**src/rtl/syn_fifo_param.sv**
```systemverilog
// Parametrised single-clock FIFO with threshold flags, occupancy count, flush and error pulses.
// Define SYN_FIFO_FWFT_EN for first-word-fall-through reads; otherwise rd_data is registered on pop.
module syn_fifo_param #(
  parameter int DATA_W   = 8,
  parameter int DEPTH    = 16,
  parameter int AF_LEVEL = DEPTH - 2,
  parameter int AE_LEVEL = 2
) (
  input  logic                    clk,
  input  logic                    rst,
  input  logic                    flush,
  input  logic                    wr_en,
  input  logic [DATA_W-1:0]       wr_data,
  input  logic                    rd_en,
  output logic [DATA_W-1:0]       rd_data,
  output logic                    fifo_full,
  output logic                    fifo_empty,
  output logic                    almost_full,
  output logic                    almost_empty,
  output logic [$clog2(DEPTH):0]  data_cnt,
  output logic                    overflow,
  output logic                    underflow
);

  localparam int AW = $clog2(DEPTH);
  typedef logic [AW:0] ptr_t;
  localparam ptr_t ONE  = ptr_t'(1);
  localparam ptr_t AF_L = ptr_t'(AF_LEVEL);
  localparam ptr_t AE_L = ptr_t'(AE_LEVEL);

  logic [DATA_W-1:0] mem_q [DEPTH];
  ptr_t wr_ptr_q, wr_ptr_d;
  ptr_t rd_ptr_q, rd_ptr_d;
  ptr_t cnt_q, cnt_d;
  logic full_q, empty_q, af_q, ae_q, ovf_q, udf_q;
  logic full_d, empty_d;
  logic rd_accept, wr_accept;

  // A full FIFO may still take a write when the same edge pops the head.
  assign rd_accept = rd_en && !empty_q;
  assign wr_accept = wr_en && (!full_q || rd_accept);

  always_comb begin
    wr_ptr_d = wr_ptr_q;
    rd_ptr_d = rd_ptr_q;
    cnt_d    = cnt_q;
    if (flush) begin
      wr_ptr_d = '0;
      rd_ptr_d = '0;
      cnt_d    = '0;
    end else begin
      if (wr_accept) wr_ptr_d = wr_ptr_q + ONE;
      if (rd_accept) rd_ptr_d = rd_ptr_q + ONE;
      case ({wr_accept, rd_accept})
        2'b10:   cnt_d = cnt_q + ONE;
        2'b01:   cnt_d = cnt_q - ONE;
        default: cnt_d = cnt_q;
      endcase
    end
  end

  assign full_d  = (wr_ptr_d[AW] != rd_ptr_d[AW]) && (wr_ptr_d[AW-1:0] == rd_ptr_d[AW-1:0]);
  assign empty_d = (wr_ptr_d == rd_ptr_d);

  // Storage is never reset or cleared; pointers alone define validity.
  always_ff @(posedge clk) begin
    if (!flush && wr_accept) mem_q[wr_ptr_q[AW-1:0]] <= wr_data;
  end

  always_ff @(posedge clk or posedge rst) begin
    if (rst) begin
      wr_ptr_q <= '0;
      rd_ptr_q <= '0;
      cnt_q    <= '0;
      full_q   <= 1'b0;
      empty_q  <= 1'b1;
      af_q     <= 1'b0;
      ae_q     <= 1'b1;
      ovf_q    <= 1'b0;
      udf_q    <= 1'b0;
    end else begin
      wr_ptr_q <= wr_ptr_d;
      rd_ptr_q <= rd_ptr_d;
      cnt_q    <= cnt_d;
      full_q   <= full_d;
      empty_q  <= empty_d;
      af_q     <= (cnt_d >= AF_L);
      ae_q     <= (cnt_d <= AE_L);
      ovf_q    <= !flush && wr_en && !wr_accept;
      udf_q    <= !flush && rd_en && !rd_accept;
    end
  end

`ifdef SYN_FIFO_FWFT_EN
  // Head word is exposed directly; driven to zero while nothing valid is held.
  assign rd_data = empty_q ? '0 : mem_q[rd_ptr_q[AW-1:0]];
`else
  logic [DATA_W-1:0] rd_data_q;

  always_ff @(posedge clk or posedge rst) begin
    if (rst) begin
      rd_data_q <= '0;
    end else if (!flush && rd_accept) begin
      rd_data_q <= mem_q[rd_ptr_q[AW-1:0]];
    end
  end

  assign rd_data = rd_data_q;
`endif

  assign fifo_full    = full_q;
  assign fifo_empty   = empty_q;
  assign almost_full  = af_q;
  assign almost_empty = ae_q;
  assign data_cnt     = cnt_q;
  assign overflow     = ovf_q;
  assign underflow    = udf_q;

endmodule
```
**config.mk**
```make
export PLATFORM = sky130hd
export DESIGN_NAME = syn_fifo_param
export DESIGN_NICKNAME = d
export VERILOG_FILES = /design/src/rtl/syn_fifo_param.sv
export SDC_FILE = /design/constraint.sdc
export NUM_CORES = 1
export LEC_CHECK = 0
export CAP_MARGIN = 10
export CORE_MARGIN = 3
export CORE_UTILIZATION = 40
export CTS_CLUSTER_DIAMETER = 60
export CTS_CLUSTER_SIZE = 25
export DETAILED_ROUTE_END_ITERATION = 16
export HOLD_SLACK_MARGIN = 0.02
export SKIP_CTS_REPAIR_TIMING = 1
export SLEW_MARGIN = 10
export SYNTH_ARGS = -nofsm -noshare
export SYNTH_HDL_FRONTEND = slang
export SYNTH_SLANG_ARGS = --single-unit
```
**constraint.sdc**
```tcl
create_clock -name clk -period 3.3 [get_ports clk]
set_input_delay 0.33 -clock clk [delete_from_list [all_inputs] [get_ports clk]]
set_output_delay 0.33 -clock clk [all_outputs]
set_load 0.01 [all_outputs]
```
=== Yosys cells after proc, flatten, opt, wreduce, memory -nomap -nowiden ===
Memories as Yosys holds them, arrays and structs flattened. A register that Yosys moved wholly into a read port is not among the register bits.
Cells that the tools add are included.

* Flip-flop bits (word level): 21
* Memory bits (writable): 128
* Bits of input ports: 13
* Output and inout port bits: 19
* Word-level logic and storage cells: 44
* Memories kept: 1

{| class="wikitable"
|+ Memory list
! name !! words !! bits a word !! read ports !! clocked after memory_dff !! write ports !! RTL line !! text
|-
| mem_q || 16 || 8 || 1 || 1 || 1 || 31 || <nowiki>logic [DATA_W-1:0] mem_q [DEPTH];</nowiki>
|}

* Add/sub/neg operators: 4
* Order comparisons: 2
* Equal/unequal tests: 5
* Muxes and demuxes: 8
* Reduce and logical (&&, ||, !) cells: 15

{| class="wikitable"
|+ Operators by type and width
! cell !! count
|-
| $mux W5 || 5
|-
| $add A5 B1 Y5 const B || 3
|-
| $pmux W5 S2 || 1
|-
| $logic_and A1 B1 Y1 || 9
|-
| $eq A5 B5 Y1 || 1
|-
| $ge A5 B4 Y1 const B || 1
|-
| $le A5 B2 Y1 const B || 1
|-
| $logic_not A1 Y1 || 5
|-
| $sub A5 B1 Y5 const B || 1
|-
| $eq A4 B4 Y1 || 1
|-
| $eq A2 B1 Y1 const B || 1
|-
| $eq A2 B2 Y1 const B || 1
|-
| $mux W1 || 2
|-
| $logic_or A1 B1 Y1 || 1
|-
| $ne A1 B1 Y1 || 1
|}

=== Logic depth before layout (Yosys ltp) ===
Gate-level depths: netlist of the first run.

* Depth in word-level cells: 8
* Depth in mapped cells: 14
* Gate-level depth less buffers: 12

=== Worst setup path after synthesis of the first run ===
OpenSTA, ideal clock, no wires.

* Path type: flip-flop to flip-flop
* From: register empty_q (netlist: fifo_empty)
* To: register ae_q (netlist: almost_empty)
* Library setup time: 0.121 ns
* Data arrival time: 3.151 ns
* Data required time: 3.179 ns
* Slack: 0.027 ns
* Stages on the path, launching flop included: 15
* Buffers on the path: 2
* Clock period less this slack: 3.273 ns
* Cells stage by stage: dfstp_2 -> nand2b_1 -> clkbuf_1 -> inv_2 -> o21ai_1 -> ha_1 -> clkbuf_1 -> xor2_1 -> ha_1 -> or3b_1 -> o2111ai_1 -> a21oi_1 -> xnor2_1 -> nor2_1 -> a2111oi_0

* Cells in the longest elaborated chain, start to end: 8
* Elaborated cells on any way between the ends: 9
* Those cells by class: order compare (1); eq/ne (2); mux (2); reduce/logical (4)

{| class="wikitable"
|+ RTL lines
! what !! RTL line !! text
|-
| from (decl) || 35 || <nowiki>logic full_q, empty_q, af_q, ae_q, ovf_q, udf_q;</nowiki>
|-
| from (signal assigned) || 86 || <nowiki>empty_q <= empty_d;</nowiki>
|-
| $logic_not A1 Y1 * || 40 || <nowiki>assign rd_accept = rd_en && !empty_q;</nowiki>
|-
| $logic_and A1 B1 Y1 * || 40 ||
|-
| $logic_or A1 B1 Y1 || 41 || <nowiki>assign wr_accept = wr_en && (!full_q || rd_accept);</nowiki>
|-
| $logic_and A1 B1 Y1 || 41 ||
|-
| $eq A2 B1 Y1 / $eq A2 B2 Y1 (equally long branches) || 54 || <nowiki>case ({wr_accept, rd_accept})</nowiki>
|-
| $pmux W5 S2 * || 54 ||
|-
| $mux W5 * || 47 || <nowiki>if (flush) begin</nowiki>
|-
| named net cnt_d[4] || 34 || <nowiki>ptr_t cnt_q, cnt_d;</nowiki>
|-
| $le A5 B2 Y1 * || 88 || <nowiki>ae_q <= (cnt_d <= AE_L);</nowiki>
|-
| to (signal assigned) || 88 ||
|-
| to (decl) || 35 ||
|}

Mark *: on every way through the listed nets, which the timed path passes. The rest lies on a longest branch.

=== Final worst setup path of the first run ===
Same ends and word-level chain as after synthesis.

==> flow_metrics.py, run 1 <==
metrics = {
    "synthesis": {
        "synth_area_leaders": "edfxtp_1, dfrtp_1, mux4_1",
        "synthFlopType": "edfxtp_1",
        "synth_nets": 361,
        "syn_area_per_cell_um2": 19.11,
        "async_flop_share_pct": 18.47,
        "seq_area_frac_synth_pct": 70.35,
        "ys_types": 38,
        "postSynthCellCount": 340,
        "synth-xor-area-share_pct": 2.561,
        "synth-compound-area-share_pct": 1.829,
        "synthAdderAreaFrac_pct": 1.540,
        "ys_top_cells_by_count": "edfxtp_1, nor2_1, dfrtp_1, mux4_1, mux4_2",
        "synthesis.area_um2": 6499,
        "synth_top_family_by_area": "multiplexers",
        "yosys.area.top_type": "edfxtp_1",
        "synth_most_common_cell": "edfxtp_1",
        "yosysTopAreaCellShare_pct": 59.15,
        "ys_seq_elements": 157,
        "muxShareOfSynthArea_pct": 17.06,
        "synth_edf_count": 128,
        "synth-warning-count": 0,
        "synthSimpleGateAreaFrac_pct": 4.370,
    },
    "global_route": {
        "grt_max_degree": 37,
        "grt.total_usage_pct": 15.07,
        "grt_pass1_wl_mm": 19.70,
        "grt_pass1_vias": 3368,
        "antenna_found_initial": 0,
        "overflow": 0,
    },
    "layout": {
        "layout.nets": 416,
        "fin_area_um2": 7757,
        "area_growth_pct": 19.37,
        "instances_no_fill": 619,
        "final_util_pct": 49.92,
        "drive_gt1_share_pct": 20.83,
        "antennaDiodeCount": 0,
        "n_fill_cell": 1269,
    },
    "clock_network": {
        "numCtsBuffers": 17,
        "cts_sinks": 157,
        "tritoncts": "yes",
        "clk_pin_slew_worst_paths_ns": 0.07,
        "htreeDepth": 4,
        "clkLatencyLatePin_ns": 0.43,
        "clockBufferDepth": 2,
        "root_buffer": "clkbuf_16",
    },
    "run": {
        "maxCapViolCount": 0,
    },
    "timing": {
        "relSlewSlack_pct": 40.88,
        "period_share_pct": 90.99,
        "finClkSkew_ns": 0.01143,
        "fmax_mhz": 333.0,
        "setup_ws_ns": 0.2972,
        "timing.hold.ws_ns": 0.2833,
        "min_period_ns": 3.003,
        "setup-tns-final_ns": 0,
        "hold_viol": 0,
        "timing_worst_slew_pin_value_ns": 0.8835,
        "slew_viol_final": 0,
        "setup_viol_count_final": 0,
    },
    "die": {
        "die_h_um": 133.5,
        "pin_count": 32,
        "core.rowCount": 45,
        "start_util_pct": 41.82,
        "dieArea_um2": 17810,
        "core-area_um2": 15540,
        "die_x_um": 133.5,
    },
    "placed_design": {
        "gp_congestion": 0.7679,
        "dpl.hpwl_mm": 7.988,
        "post-place-ws_ns": -0.03970,
        "placed_area_um2": 7146,
        "place_inst": 587,
        "port_buffers": 31,
    },
    "critical_path": {
        "required_ns": 3.58,
        "worstRegToRegCells": 12,
        "worstPathArrival_ns": 3.29,
        "path_max_fanout": 8,
        "worstSetupPathType": "register to register",
        "end_kind": "register",
        "startpoint_type": "register",
    },
    "power_and_ir_drop": {
        "peakVddDrop_mv": 0.4042,
        "powerDensity_nw_per_um2": 630.2,
        "leakagePower_nw": 2.655,
        "p_total_mw": 4.889,
    },
    "detailed_routing": {
        "drc": 0,
        "drtIter0Drc": 310,
        "ant_nets": 0,
        "firstDrtPassIters": 4,
        "post_drt_wl_per_cell_um": 20.21,
        "viasPerCell": 5.268,
        "num_vias": 3261,
        "wirelength_mm": 12.51,
    },
    "run_status": {
        "status": "complete, no violations",
    },
    "min_path": {
        "hold_class": "primary input to asynchronous set/reset pin",
    },
}
-- final cells by class --
class | instances | area [µm²] | share of cell area (%)
clock buffers | 20 | 446.7 | 5.758
repair buffers | 54 | 508.0 | 6.548
inverters | 6 | 22.52 | 0.2903
well taps | 211 | 264.0 | 3.403
flip-flops and latches | 157 | 4573 | 58.95
multi-input cells | 159 | 1782 | 22.97
clock inverters | 12 | 161.4 | 2.081
-- metal layers --
metal	wire (µm)	share of wire, %	GRT usage, %
met1	5728	46	20.26
met2	6043	48	23.79
met3	500	4.0	3.776
met4	236	1.9	6.000
met5	0	0	0
-- sequential cells by signal (all words and copies together), names as in the netlist, 5 cells and up --
register / flops
data_cnt: 5
mem_q: 128
rd_data: 8
rd_ptr_q: 5
wr_ptr_q: 5
-- cell families (layout without fill, tap and decap cells) --
group	Yosys count	in the layout
flip-flops	157	157
XOR/XNOR	19	19
buffers and inverters	24	92
multiplexers	50	50
AND/OR/NAND/NOR	63	63
AO/OA/AOI/OAI	19	19
adder cells (fa/ha/maj)	8	8
-- power breakdown --
| group | switching, mW | internal, mW |
|---|---|---|
| Clock | 0.785 | 1.22 |
| Sequential | 0.0589 | 2.24 |
| Combinational | 0.254 | 0.337 |
| Total | 1.10 | 3.79 |
-- worst max-delay path, stage by stage (launching register included) --
cell	delay [ns]
dfstp_2	0.54
nand2b_1	0.13
inv_2	0.04
o21ai_1	0.18
ha_2	0.30
xor2_1	0.17
ha_1	0.22
or3b_1	0.37
o2111ai_1	0.12
a21oi_1	0.11
xnor2_1	0.13
nor2_1	0.09
a2111oi_1	0.46
-- path summary, 6_finish.rpt --
kind / start / end / slack (ns)
max: fifo_empty / almost_empty / 0.30
min: rst / rd_data[5] / 0.28
max reg2reg: fifo_empty / almost_empty / 0.30
min reg2reg: fifo_empty / underflow / 0.50
max in group asynchronous: rst / fifo_empty / 2.70
min in group clk: rd_en / underflow / 0.47
-- cell usage in the layout (no fill, tap or decap), types with 5 or more instances in the layout --
master / Yosys / routed
xnor2_1: 11 / 11
dfrtp_1: 27 / 26
inv_1: 5 / 5
edfxtp_1: 128 / 128
nand2_1: 11 / 11
buf_4: 0 / 21
a21oi_1: 8 / 8
mux4_2: 18 / 18
nor2_1: 32 / 32
nor3_1: 5 / 5
clkbuf_16: 0 / 17
ha_1: 8 / 7
xor2_1: 8 / 8
mux4_1: 22 / 22
clkdlybuf4s50_1: 0 / 31
(Power assumes the default switching activity.)
==> run 2, diff against run 1 <==
--- a/config.mk
+++ b/config.mk
@@ -6,12 +6,12 @@
 export NUM_CORES = 1
 export LEC_CHECK = 0
 export CAP_MARGIN = 10
-export CORE_MARGIN = 3
 export CORE_UTILIZATION = 40
 export CTS_CLUSTER_DIAMETER = 60
 export CTS_CLUSTER_SIZE = 25
 export DETAILED_ROUTE_END_ITERATION = 16
 export HOLD_SLACK_MARGIN = 0.02
+export PLACE_DENSITY = 0.6
 export SKIP_CTS_REPAIR_TIMING = 1
 export SLEW_MARGIN = 10
 export SYNTH_ARGS = -nofsm -noshare
==> run 2 against run 1 <==
Effect of this change:
- cell count grew 1.1%
- fmax grew 6.2%
- via count shrank 0.55%
- highest routed layer unchanged
- first-iteration DRC count shrank 39%
- sequential power is essentially flat
- critical path depth is the same
- utilization shrank 1.2 points
- largest power group unchanged
- worst setup slack gained 0.18 ns
- flip-flop and latch count is the same
- clock power shrank 7%
- power shrank 2.6%
==> flow_metrics.py, run 2 (synthesis results as in run 1) <==
metrics = {
    "power_and_ir_drop": {
        "powerDensity_nw_per_um2": 615.5,
        "p_switching_mw": 1.022,
        "p_int_mw": 3.740,
        "peakVddDrop_mv": 0.3871,
        "p_total_mw": 4.761,
        "p_seq_share_pct": 48.2,
        "pwr-share-clk_pct": 39.3,
        "leakagePower_nw": 2.655,
        "swShare_pct": 21.46,
        "p_comb_share_pct": 12.5,
    },
    "clock_network": {
        "tritoncts": "yes",
        "clkLatencyLatePin_ns": 0.42,
        "htreeDepth": 4,
        "numCtsBuffers": 17,
        "cts_sinks": 157,
        "root_buffer": "clkbuf_16",
        "clockBufferDepth": 2,
        "clk_pin_slew_worst_paths_ns": 0.06,
    },
    "layout": {
        "area_growth_pct": 19.04,
        "largest_register_ff_count": 128,
        "instances_no_fill": 626,
        "final_common_cell": "edfxtp_1",
        "final_util_pct": 48.70,
        "drive_gt1_share_pct": 20.24,
        "n_fill_cell": 1353,
        "final_cell_mix": "edfxtp_1, nor2_1, clkdlybuf4s50_1, buf_4, dfrtp_1",
        "layout.nets": 421,
        "antennaDiodeCount": 0,
    },
    "timing": {
        "timing_worst_slew_pin_value_ns": 0.8107,
        "period_share_pct": 85.68,
        "setup-tns-final_ns": 0,
        "slew_viol_final": 0,
        "rsz0062_at_grt": "false",
        "min_period_ns": 2.827,
        "relSlewSlack_pct": 45.75,
        "timing.hold.ws_ns": 0.3080,
        "hold_viol": 0,
        "finClkSkew_ns": 0.004845,
        "setup_viol_count_final": 0,
        "fmax_mhz": 353.7,
    },
    "detailed_routing": {
        "post_drt_wl_per_cell_um": 18.95,
        "ant_nets": 0,
        "drtIter0Drc": 189,
        "firstDrtPassIters": 4,
        "num_vias": 3243,
        "wirelength_mm": 11.86,
        "drc": 0,
        "viasPerCell": 5.181,
    },
    "global_route": {
        "grt.total_usage_pct": 16.04,
        "grt_pass1_wl_mm": 18.96,
        "grt_max_degree": 37,
        "grt_pass1_vias": 3417,
        "antenna_found_initial": 0,
        "overflow": 0,
    },
    "critical_path": {
        "end_kind": "register",
        "crit_chain": "nand2b_1 > inv_2 > buf_4 > ha_1 > xor2_1 > ha_1 > or3b_1 > o2111ai_1 > a21oi_1 > xnor2_1 > nor2_1 > a2111oi_0",
        "startpoint": "fifo_empty",
        "worstPathArrival_ns": 3.12,
        "cp_num_buf_inv": 2,
        "r2r-end": "almost_empty",
        "cp.depth": 12,
        "slowest_delay_ns": 0.53,
        "startpoint_type": "register",
        "required_ns": 3.59,
        "path_common_cell": "ha_1",
        "worstRegToRegCells": 12,
        "path_max_fanout": 10,
        "crit_end": "almost_empty",
        "r2r_start": "fifo_empty",
        "path_delay_family": "compound AO/OA/AOI/OAI gates",
        "worstSetupPathType": "register to register",
        "r2r_slack_ns": 0.47,
        "crit_slowest_cell": "dfstp_2",
    },
    "die": {
        "dieArea_um2": 16760,
        "core-area_um2": 15890,
        "core.rowCount": 46,
        "die_h_um": 129.5,
        "die_x_um": 129.5,
        "start_util_pct": 40.91,
        "pin_count": 32,
    },
    "placed_design": {
        "place_inst": 597,
        "gp_congestion": 0.7949,
        "port_buffers": 31,
        "dpl.hpwl_mm": 8.088,
    },
    "min_path": {
        "hold_class": "primary input to asynchronous set/reset pin",
    },
    "run_status": {
        "status": "complete, no violations",
    },
    "run": {
        "maxCapViolCount": 0,
    },
}
-- run 2: changes by cell type in the layout (fill, tap and decap cells not counted), sizes merged --
cell,delta
inv,-3
buf,+5
-- run 2: how the worst min path moves through the flow --
| stage | startpoint | end | slack (ns) | cells past startpoint |
|---|---|---|---|---|
| 6_report | rst | rd_data[1] | 0.31 | 3 |
| 5_1_grt | rst | rd_data[0] | 0.35 | 3 |
| 4_1_cts | rst | rd_data[0] | 0.31 | 3 |
| 3_5_place_dp | fifo_empty | underflow | 0.48 | 2 |
| 3_3_place_gp | fifo_empty | underflow | 0.48 | 2 |
| 2_1_floorplan | rst | almost_full | 0.41 | 1 |
-- run 2: final cells by class --
type,count,area [µm²],area share [%]
sequential,157,4573,59.11
multi-input combinational,159,1778,22.98
timing repair buffer,59,533.0,6.890
clock buffer,20,436.7,5.645
tap,216,270.3,3.493
clock inverter,9,122.6,1.585
inverter,6,22.52,0.2911
-- run 2: routing by layer --
metal  track usage [%]  part of all wire [%]  up-vias
met5                 0                     0        -
met4             5.814                   1.5        0
li1                  -                     -     1472
met1             20.02                    43     1672
met3             4.872                   5.4       15
met2             26.53                    50       84
-- run 2: through the flow --
step	area [µm²]	setup WS, ns
after floorplan	6499	0.02716
after global placement	7177	0.3600
after detailed placement	7177	0.2642
after CTS	7736	0.4575
after global routing	7736	0.2848
final	7736	0.4726
-- run 2: power groups by stage --
stage                     clock [mW]  sequential [mW]  combinational [mW]
after floorplan                    0             2.35               0.326
after global placement             0             2.33               0.600
after detailed placement           0             2.34               0.605
after CTS                       1.92             2.30               0.607
after global routing            2.00             2.31               0.649
final                           1.87             2.29               0.596
-- run 2: worst reg2reg max path: stages, from the launching register on --
cell       delay [ns]
dfstp_2          0.53
nand2b_1         0.14
inv_2            0.04
buf_4            0.16
ha_1             0.23
xor2_1           0.16
ha_1             0.23
or3b_1           0.35
o2111ai_1        0.12
a21oi_1          0.12
xnor2_1          0.14
nor2_1           0.08
a2111oi_0        0.41
==> run 3, diff against run 2 <==
--- a/config.mk
+++ b/config.mk
@@ -6,12 +6,13 @@
 export NUM_CORES = 1
 export LEC_CHECK = 0
 export CAP_MARGIN = 10
-export CORE_UTILIZATION = 40
+export CORE_MARGIN = 2
+export CORE_UTILIZATION = 30
 export CTS_CLUSTER_DIAMETER = 60
 export CTS_CLUSTER_SIZE = 25
 export DETAILED_ROUTE_END_ITERATION = 16
 export HOLD_SLACK_MARGIN = 0.02
-export PLACE_DENSITY = 0.6
+export PLACE_DENSITY = 0.48
 export SKIP_CTS_REPAIR_TIMING = 1
 export SLEW_MARGIN = 10
 export SYNTH_ARGS = -nofsm -noshare
==> run 3 against run 2 <==
Effect of this change:
- clock-buffer cell count unchanged
- via count increased by 1.6%
- clock power decreased by 7%
- combinational power decreased by 1%
- sequential power about the same
- register-to-register slack got worse by 0.06 ns
- critical endpoint unchanged
- largest power group unchanged
==> flow_metrics.py, run 3 (synthesis results as in run 1) <==
metrics = {
    "run_status": {
        "status": "complete, no violations",
    },
    "global_route": {
        "grt_pass1_wl_mm": 20.57,
        "grt_max_degree": 37,
        "grt.total_usage_pct": 12.90,
        "antenna_found_initial": 0,
        "grt_pass1_vias": 3382,
        "overflow": 0,
    },
    "critical_path": {
        "cp_num_buf_inv": 1,
        "startpoint_type": "register",
        "slowest_delay_ns": 0.53,
        "required_ns": 3.59,
        "worstPathArrival_ns": 3.18,
        "end_kind": "register",
        "path_delay_family": "compound AO/OA/AOI/OAI gates",
        "worstSetupPathType": "register to register",
        "startpoint": "fifo_empty",
        "path_common_cell": "ha_1",
        "crit_chain": "nand2b_1 > inv_2 > o21ai_1 > ha_1 > xor2_1 > ha_1 > or3b_1 > o2111ai_1 > a21oi_1 > xnor2_1 > nor2_1 > a2111oi_0",
        "path_max_fanout": 11,
        "r2r_start": "fifo_empty",
        "crit_slowest_cell": "dfstp_2",
    },
    "layout": {
        "area_growth_pct": 19.41,
        "seq_area_um2": 4573,
        "fin_area_um2": 7760,
        "layout.nets": 419,
        "n_fill_cell": 1966,
        "final_common_cell": "edfxtp_1",
        "multiInputGateArea_um2": 1778,
        "final_cell_mix": "edfxtp_1, nor2_1, clkdlybuf4s50_1, dfrtp_1, buf_4",
        "drive_gt1_share_pct": 19.61,
        "antennaDiodeCount": 0,
        "largest_register_ff_count": 128,
    },
    "clock_network": {
        "cts_sinks": 157,
        "htreeDepth": 4,
        "tritoncts": "yes",
        "root_buffer": "clkbuf_16",
        "numCtsBuffers": 17,
        "clockBufferDepth": 2,
        "clkLatencyLatePin_ns": 0.42,
        "clk_pin_slew_worst_paths_ns": 0.06,
    },
    "timing": {
        "finClkSkew_ns": 0.007347,
        "hold_viol": 0,
        "setup-tns-final_ns": 0,
        "timing_worst_slew_pin_value_ns": 0.7737,
        "fmax_mhz": 345.9,
        "min_period_ns": 2.891,
        "relSlewSlack_pct": 48.42,
        "setup_viol_count_final": 0,
        "slew_viol_final": 0,
        "period_share_pct": 87.60,
        "rsz0062_at_grt": "false",
    },
    "detailed_routing": {
        "drtIter0Drc": 272,
        "post_drt_wl_per_cell_um": 20.11,
        "wirelength_mm": 13.74,
        "drc": 0,
        "firstDrtPassIters": 4,
        "viasPerCell": 4.824,
        "num_vias": 3295,
        "ant_nets": 0,
    },
    "power_and_ir_drop": {
        "p_total_mw": 4.616,
        "peakVddDrop_mv": 0.3564,
        "leakagePower_nw": 2.624,
        "powerDensity_nw_per_um2": 594.8,
    },
    "placed_design": {
        "dpl.hpwl_mm": 8.877,
        "placed_area_um2": 7248,
        "gp_congestion": 0.7276,
        "port_buffers": 31,
    },
    "die": {
        "die_h_um": 151.2,
        "start_util_pct": 30.72,
        "die_x_um": 151.2,
        "core-area_um2": 21150,
        "core.rowCount": 53,
        "pin_count": 32,
        "dieArea_um2": 22860,
    },
    "min_path": {
        "hold_class": "primary input to asynchronous set/reset pin",
    },
    "run": {
        "maxCapViolCount": 0,
    },
}
[run 3: changes by cell type in the layout (fill, tap and decap cells not counted), sizes merged]
cell,before,now
clkinv,4,6
bufinv,3,1
buf,28,26
[run 3: through the flow]
| stage | worst slack, ns | util [%] | hold WS [ns] | instances |
|---|---|---|---|---|
| 2_1_floorplan | 0.02716 | - | 0.4066 | 340 |
| 5_1_grt | 0.08302 | 36.68 | 0.3502 | 683 |
| 4_1_cts | 0.4318 | 36.68 | 0.3034 | 683 |
| 3_3_place_gp | 0.2567 | 34.26 | 0.4841 | 654 |
| 3_5_place_dp | 0.2015 | 34.26 | 0.4857 | 654 |
| 6_report | 0.4093 | 36.68 | 0.2946 | 683 |
[run 3: metal layers]
metal,global-route usage (%),vias to the layer above,part of all wire (%)
met5,0,-,0
met1,17.17,1749,45
li1,-,1472,-
met3,3.404,12,4.2
met4,3.832,0,1.3
met2,20.81,62,49
[run 3: final timing paths]
path	endpoint	slack [ns]	depth (start not counted)
hold reg to reg	underflow	0.48	2
setup reg to reg	almost_empty	0.41	12
setup / recovery	almost_empty	0.41	12
hold / removal	rd_ptr_q[1]	0.29	2
min in group clk	underflow	0.46	3
max in group asynchronous	rd_ptr_q[0]	2.33	3
[run 3: final cells by class]
cell class,count,share of cell area [%]
Tap cell,275,4.434
Timing Repair Buffer,57,6.837
Clock buffer,20,5.627
Sequential cell,157,58.93
Clock inverter,9,0.9674
Multi-Input combinational cell,159,22.91
Inverter,6,0.2902
[run 3: power breakdown]
group	internal, mW	switching, mW	total [mW]
Clock	1.01	0.716	1.73
Sequential	2.24	0.0629	2.30
Combinational	0.335	0.253	0.588
